`src/rtl/alu_pkg.sv`:
```
// ---------------------------------------------------------------------------
// alu_pkg -- shared definitions for the sequential ALU.
//   op_e    : 4-bit opcode encodings carried on the sel input (14/15 reserved)
//   state_e : sequencer states (IDLE, BUSY, HOLD)
//   flags_t : flag bundle produced by the combinational core
// ---------------------------------------------------------------------------
package alu_pkg;

  typedef enum logic [3:0] {
    OP_ADD  = 4'd0,
    OP_SUB  = 4'd1,
    OP_SHL  = 4'd2,
    OP_SHR  = 4'd3,
    OP_ROL  = 4'd4,
    OP_ROR  = 4'd5,
    OP_AND  = 4'd6,
    OP_OR   = 4'd7,
    OP_NOT  = 4'd8,
    OP_NAND = 4'd9,
    OP_XOR  = 4'd10,
    OP_XNOR = 4'd11,
    OP_NOR  = 4'd12,
    OP_MUL  = 4'd13
  } op_e;

  typedef enum logic [1:0] {
    IDLE = 2'd0,
    BUSY = 2'd1,
    HOLD = 2'd2
  } state_e;

  typedef struct packed {
    logic carry_out;
    logic zero;
    logic overflow;
    logic err;
  } flags_t;

endpackage

```
`src/rtl/alu_core.sv`:
```
// ---------------------------------------------------------------------------
// alu_core -- combinational datapath for every single-cycle opcode.
//   a, b      : operands (WIDTH bits)
//   sel       : opcode (alu_pkg::op_e encoding)
//   carry_in  : carry for ADD, borrow for SUB
//   result    : low-word result
//   flags     : carry_out / zero / overflow / err
// MUL is sequenced by the parent; here it yields a zero result with err 0.
// Reserved opcodes yield result 0, zero 1, err 1.
// ---------------------------------------------------------------------------
module alu_core
  import alu_pkg::*;
#(
  parameter int WIDTH = 8
) (
  input  logic [WIDTH-1:0] a,
  input  logic [WIDTH-1:0] b,
  input  logic [3:0]       sel,
  input  logic             carry_in,
  output logic [WIDTH-1:0] result,
  output flags_t           flags
);

  localparam int MSB = WIDTH - 1;

  // One extra bit catches the carry (ADD) or the borrow (SUB, wraps negative).
  logic [WIDTH:0] sum;
  logic [WIDTH:0] diff;

  assign sum  = {1'b0, a} + {1'b0, b} + {{WIDTH{1'b0}}, carry_in};
  assign diff = {1'b0, a} - {1'b0, b} - {{WIDTH{1'b0}}, carry_in};

  always_comb begin
    // NOTE: every output gets a default first so no path through the case
    // leaves a value unassigned, which would otherwise infer a latch.
    result = '0;
    flags  = '0;
    case (sel)
      OP_ADD: begin
        result          = sum[MSB:0];
        flags.carry_out = sum[WIDTH];
        // Like-signed operands producing an opposite-signed sum.
        flags.overflow  = (a[MSB] == b[MSB]) && (sum[MSB] != a[MSB]);
      end
      OP_SUB: begin
        result          = diff[MSB:0];
        flags.carry_out = diff[WIDTH];
        // Unlike-signed operands whose difference takes the subtrahend's sign.
        flags.overflow  = (a[MSB] != b[MSB]) && (diff[MSB] != a[MSB]);
      end
      OP_SHL: begin
        result          = {a[MSB-1:0], 1'b0};
        flags.carry_out = a[MSB];
      end
      OP_SHR: begin
        result          = {1'b0, a[MSB:1]};
        flags.carry_out = a[0];
      end
      OP_ROL: begin
        result          = {a[MSB-1:0], a[MSB]};
        flags.carry_out = a[MSB];
      end
      OP_ROR: begin
        result          = {a[0], a[MSB:1]};
        flags.carry_out = a[0];
      end
      OP_AND:  result = a & b;
      OP_OR:   result = a | b;
      OP_NOT:  result = ~a;
      OP_NAND: result = ~(a & b);
      OP_XOR:  result = a ^ b;
      OP_XNOR: result = ~(a ^ b);
      OP_NOR:  result = ~(a | b);
      OP_MUL:  result = '0;
      default: flags.err = 1'b1;
    endcase
    flags.zero = (result == '0);
  end

endmodule

```
`src/rtl/alu_seq.sv`:
```
// ---------------------------------------------------------------------------
// alu_seq -- valid/ready wrapped ALU with an iterative shift-add multiplier.
//   clk, reset_n        : clock, asynchronous active-low reset
//   in_valid, in_ready  : request handshake (A, B, sel, carry_in)
//   out_valid, out_ready: result handshake
//   result, result_hi   : low word, high word (MUL only, else 0)
//   carry_out, zero, overflow, err : registered result flags
// Single-cycle ops appear the edge they are accepted; MUL takes WIDTH edges.
// A held result may be replaced on the same edge it is consumed.
// ---------------------------------------------------------------------------
module alu_seq
  import alu_pkg::*;
#(
  parameter int WIDTH = 8
) (
  input  logic             clk,
  input  logic             reset_n,
  input  logic             in_valid,
  output logic             in_ready,
  input  logic [WIDTH-1:0] A,
  input  logic [WIDTH-1:0] B,
  input  logic [3:0]       sel,
  input  logic             carry_in,
  output logic             out_valid,
  input  logic             out_ready,
  output logic [WIDTH-1:0] result,
  output logic [WIDTH-1:0] result_hi,
  output logic             carry_out,
  output logic             zero,
  output logic             overflow,
  output logic             err
);

  localparam int CNT_W = $clog2(WIDTH);
  localparam logic [CNT_W-1:0] LAST_STEP = CNT_W'(WIDTH - 1);

  state_e             state;
  logic               accept;
  logic [WIDTH-1:0]   core_result;
  flags_t             core_flags;

  // Multiplier: acc holds {partial product, remaining multiplier bits}.
  logic [WIDTH-1:0]   mcand;
  logic [2*WIDTH-1:0] acc;
  logic [CNT_W-1:0]   count;
  logic [WIDTH-1:0]   addend;
  logic [WIDTH:0]     hi_sum;
  logic [2*WIDTH-1:0] acc_next;

  alu_core #(.WIDTH(WIDTH)) u_core (
    .a        (A),
    .b        (B),
    .sel      (sel),
    .carry_in (carry_in),
    .result   (core_result),
    .flags    (core_flags)
  );

  // A held result can be consumed and replaced on the same edge.
  assign in_ready = (state == IDLE) || ((state == HOLD) && out_ready);
  assign accept   = in_valid && in_ready;

  // One multiplier bit per cycle: conditionally add, then shift right with
  // the carry of the add entering at the top.
  assign addend   = acc[0] ? mcand : '0;
  assign hi_sum   = {1'b0, acc[2*WIDTH-1:WIDTH]} + {1'b0, addend};
  assign acc_next = {hi_sum, acc[WIDTH-1:1]};

  // NOTE: state registers use non-blocking assignments so every register
  // samples pre-edge values regardless of statement order.
  always_ff @(posedge clk or negedge reset_n) begin
    if (!reset_n) begin
      state     <= IDLE;
      out_valid <= 1'b0;
      result    <= '0;
      result_hi <= '0;
      carry_out <= 1'b0;
      zero      <= 1'b0;
      overflow  <= 1'b0;
      err       <= 1'b0;
      // NOTE: the multiplier registers are cleared too, so an aborted MUL
      // leaves no residue that could leak into a later product.
      mcand     <= '0;
      acc       <= '0;
      count     <= '0;
    end else begin
      case (state)
        IDLE, HOLD: begin
          if (accept) begin
            if (sel == OP_MUL) begin
              state     <= BUSY;
              out_valid <= 1'b0;
              mcand     <= A;
              acc       <= {{WIDTH{1'b0}}, B};
              count     <= '0;
            end else begin
              state     <= HOLD;
              out_valid <= 1'b1;
              result    <= core_result;
              result_hi <= '0;
              carry_out <= core_flags.carry_out;
              zero      <= core_flags.zero;
              overflow  <= core_flags.overflow;
              err       <= core_flags.err;
            end
          end else if ((state == HOLD) && out_ready) begin
            state     <= IDLE;
            out_valid <= 1'b0;
          end
        end

        BUSY: begin
          acc   <= acc_next;
          count <= count + CNT_W'(1);
          if (count == LAST_STEP) begin
            state     <= HOLD;
            out_valid <= 1'b1;
            result    <= acc_next[WIDTH-1:0];
            result_hi <= acc_next[2*WIDTH-1:WIDTH];
            carry_out <= (acc_next[2*WIDTH-1:WIDTH] != '0);
            zero      <= (acc_next[WIDTH-1:0] == '0);
            overflow  <= 1'b0;
            err       <= 1'b0;
          end
        end

        default: begin
          state     <= IDLE;
          out_valid <= 1'b0;
        end
      endcase
    end
  end

endmodule
```
`config.mk`:
```
export PLATFORM = sky130hd
export DESIGN_NAME = alu_seq
export DESIGN_NICKNAME = d
export VERILOG_FILES = /design/src/rtl/alu_pkg.sv /design/src/rtl/alu_core.sv /design/src/rtl/alu_seq.sv
export SDC_FILE = /design/constraint.sdc
export NUM_CORES = 1
export LEC_CHECK = 0
export ABC_AREA = 1
export BUFFER_PORTS_ARGS = -buffer_cell sky130_fd_sc_hd__buf_2
export CAP_MARGIN = 0
export CORE_MARGIN = 2
export CORE_UTILIZATION = 59
export CTS_CLUSTER_SIZE = 16
export DETAILED_ROUTE_END_ITERATION = 10
export HOLD_SLACK_MARGIN = 0.05
export PLACE_DENSITY = 0.8
export SLEW_MARGIN = 5
export SYNTH_ARGS = -nofsm -noshare
export SYNTH_HDL_FRONTEND = slang
export SYNTH_HIERARCHICAL = 1
export SYNTH_SLANG_ARGS = --single-unit
```
`constraint.sdc`:
```
create_clock -name clk -period 2.9 [get_ports clk]
set_input_delay 0.87 -clock clk [delete_from_list [all_inputs] [get_ports clk]]
set_output_delay 0.87 -clock clk [all_outputs]
set_load 0.02 [all_outputs]
```
==> run metrics <==
vias in the first global route just under 5k; Die Y roughly 91 um; r2r startpoint mcand[0]; max-cap violation count 0; CP arrival 2980 ps; Reg2Reg Depth 12; pin count of the biggest net entering global routing 38; crit end category flip-flop; Synthesis Warnings 6; reg-to-reg endpoint carry_out; P&R area growth vs syn 17.64%; worst endpoint required time around 3100 ps; Clock Sink Count slightly below 50; Fillers 631; leakage 3.040 nW; WP buf/inv 4; worst setup path end carry_out; initial antenna violation count 0; Clock H-tree levels 2; sequential area share after synthesis between 20 and 30%; Finished Core Util a little under three quarters; initial detailed-routing violation count between 200 and 300; fin crit period between 2000 and 3000 ps; worst slew pin tran roughly 570 ps; Die Span X between 90 and 100 um; Top Ports 47; leading area contributor after synthesis dfrtp_1; hold buffers post-CTS 0; CTS tree done; Placer Congestion 0.9826; footprint of the multi-input gates 0.002773 mm2; post-DP HPWL 11130 um; CTS root buffer clkbuf_8; layout net count 859; tightest hold margin around 440 ps; Synth Register Bits 49; IO Port Bufs 46; layout cell share with drive strength beyond 1 15.95%; drc violations 0; setup total negative slack 0 ps; CP delay by family, top adder cells; Setup crit start kind input port; vias per inst ~5.5; # setup viols final 0; Fin. Hold Viols 0; Hold Path Class in2async; Peak VDD IR between 0.2 and 0.25 mV; internal reg-to-reg setup slack just under 700 ps; Net Count, Synth around 770; post-synth top area share approximately 28%; sequential cell area roughly 0.0012 mm2; slowest stage cell, crit path fa_1; top post-synthesis cells by area dfrtp_1, nand2_1, ha_1, inv_1, nand3_1; CP Launch Point B[0]; fmax roughly 360 MHz; TritonRoute pass-1 iters 7; standard-cell rows 31; core area approximately 0.0073 mm2; first-pass GRT wire length roughly 23000 um; Mapped Area 0.004434 mm2; Avg Cell Area, Syn 6.362 um2; Total GRT Usage approximately 34%; CTS clock-pin slew for the worst setup and hold paths 110 ps; final antenna-violating net count 0; critical path peak fanout 2; die footprint slightly above 0.008 mm2; outcome completed; pre-CTS WS -216.4 ps; worst skew pair latency 320 ps; cts bufs inserted 5; max-slew violation count 0; number of cells on the critical path 16; Worst Setup Path Type in2reg; crit share post-route a little over nine tenths; # diodes 0; Max clock buf depth 2; CP cell instances buf_2 > inv_1 > fa_2 > inv_1 > fa_1 > inv_1 > nand3_1 > nand3_1 > nand2_1 > a21oi_2 > o21bai_1 > nand3_1 > nand2_1 > o21ai_0 > o21bai_1 > nand2_1; Yosys cell types 34; total grt overflow 0; vias approximately 4.9k; final setup margin between 100 and 150 ps; clk_skew around 15 ps; DR WL/cell roughly 15 um; PwrDens around 530 mW/mm2; Mapped Cells roughly 700; CP peak stage delay ~400 ps; worst relative slew slack 62.12%; Initial Util between 60 and 70%; overall routed net length about 14000 um
## power by group
part / internal [W] / total (W) / switching [W]
clock network: 0.000175 / 0.000425 / 0.000250
registers: 0.000884 / 0.00105 / 0.000166
logic: 0.000479 / 0.00129 / 0.000814
## per-stage QoR
stage / total power [W] / std cells / instance area, um2
3_3_place_gp: 0.002248 / 881 / 5101
4_1_cts: 0.002734 / 889 / 5195
3_5_place_dp: 0.002314 / 881 / 5101
5_1_grt: 0.002959 / 889 / 5216
6_report: 0.002767 / 889 / 5216
2_1_floorplan: 0.001856 / 697 / 4434
## timing repair
item / CTS / global route
setup endpoints to repair: 0 / 2
buffers inserted: 0 / 0
resized for setup: 0 / 7
hold endpoints to repair: 0 / 0
## flip-flops by register name, summed over array words and instances (netlist names)
register	count
err	1
acc	16
out_valid	1
zero	1
mcand	8
result_hi	8
overflow	1
count	3
state	1
result	8
carry_out	1
## worst register-to-register path, cell delays in order, from the launching register on
cell	delay, ps
dfrtp_1	390
nand2_1	70
inv_1	40
ha_1	210
fa_1	450
inv_1	170
nand3_1	150
nor2_1	140
nand3_1	90
nor2_1	110
nand3_1	100
o21bai_1	140
nand2_1	60
## per-layer routing
layer	wire length, um	part of all wire [%]	GRT usage, %
met1	5568	40	39.86
met2	7033	51	64.49
met3	635	4.6	3.005
met4	528	3.8	14.74
met5	0	0	0
## kinds of logic after synthesis
group           after synthesis  synth area share, %
flops                        49                27.65
compound gates               59                7.788
xor+xnor                      4               0.7902
simple gates                425                39.93
fa+ha+maj                    45                13.54
buf+inv                     115                10.30
## layout by cell type, fill, tap and decap left out, drive strengths merged
| cell | count |
|---|---|
| nand2 | 264 |
| inv | 104 |
| buf | 97 |
| nand3 | 70 |
| nor2 | 67 |
| dfrtp | 49 |
| ha | 40 |
| o21ai | 22 |
| a21oi | 15 |
| nand4 | 12 |
| a31oi | 9 |
| clkbuf | 5 |
| fa | 5 |
| o22ai | 4 |
| xor2 | 3 |
| nor3 | 3 |
| o211ai | 3 |
| nand3b | 3 |
| or2 | 3 |
| o21bai | 2 |
| nor4 | 2 |
| a22o | 2 |
| o31ai | 2 |
| and2 | 1 |
| clkinv | 1 |
| clkinvlp | 1 |
| xnor2 | 1 |
## cell type report
class | instances | share of cell area [%]
Tap cell | 99 | 2.375
Clock inverter | 3 | 0.4797
Timing Repair Buffer | 97 | 11.75
Sequential cell | 49 | 23.51
Multi-Input combinational cell | 533 | 53.15
Clock buffer | 5 | 1.319
Inverter | 103 | 7.412
## cells in the mapped netlist, drive strengths merged
master,instances
buf,9
xor2,3
a22o,2
nand4,12
or2,3
and2,1
a21oi,15
nor4,2
inv,103
clkbuf,3
o31ai,2
nor2,67
xnor2,1
ha,40
o22ai,4
o211ai,3
dfrtp,49
nand2,264
o21bai,2
nand3b,3
nand3,70
a31oi,9
nor3,3
fa,5
o21ai,22
## worst min-delay path by stage
stage / from / end / slack, ps / depth (start not counted)
2_1_floorplan: mcand[7] / mcand[7] / 440 / 2
3_3_place_gp: mcand[1] / mcand[1] / 450 / 2
3_5_place_dp: mcand[3] / mcand[3] / 460 / 2
4_1_cts: reset_n / carry_out / 440 / 1
5_1_grt: reset_n / carry_out / 450 / 1
6_report: reset_n / carry_out / 440 / 1
Power figures use the tool's default switching activity.
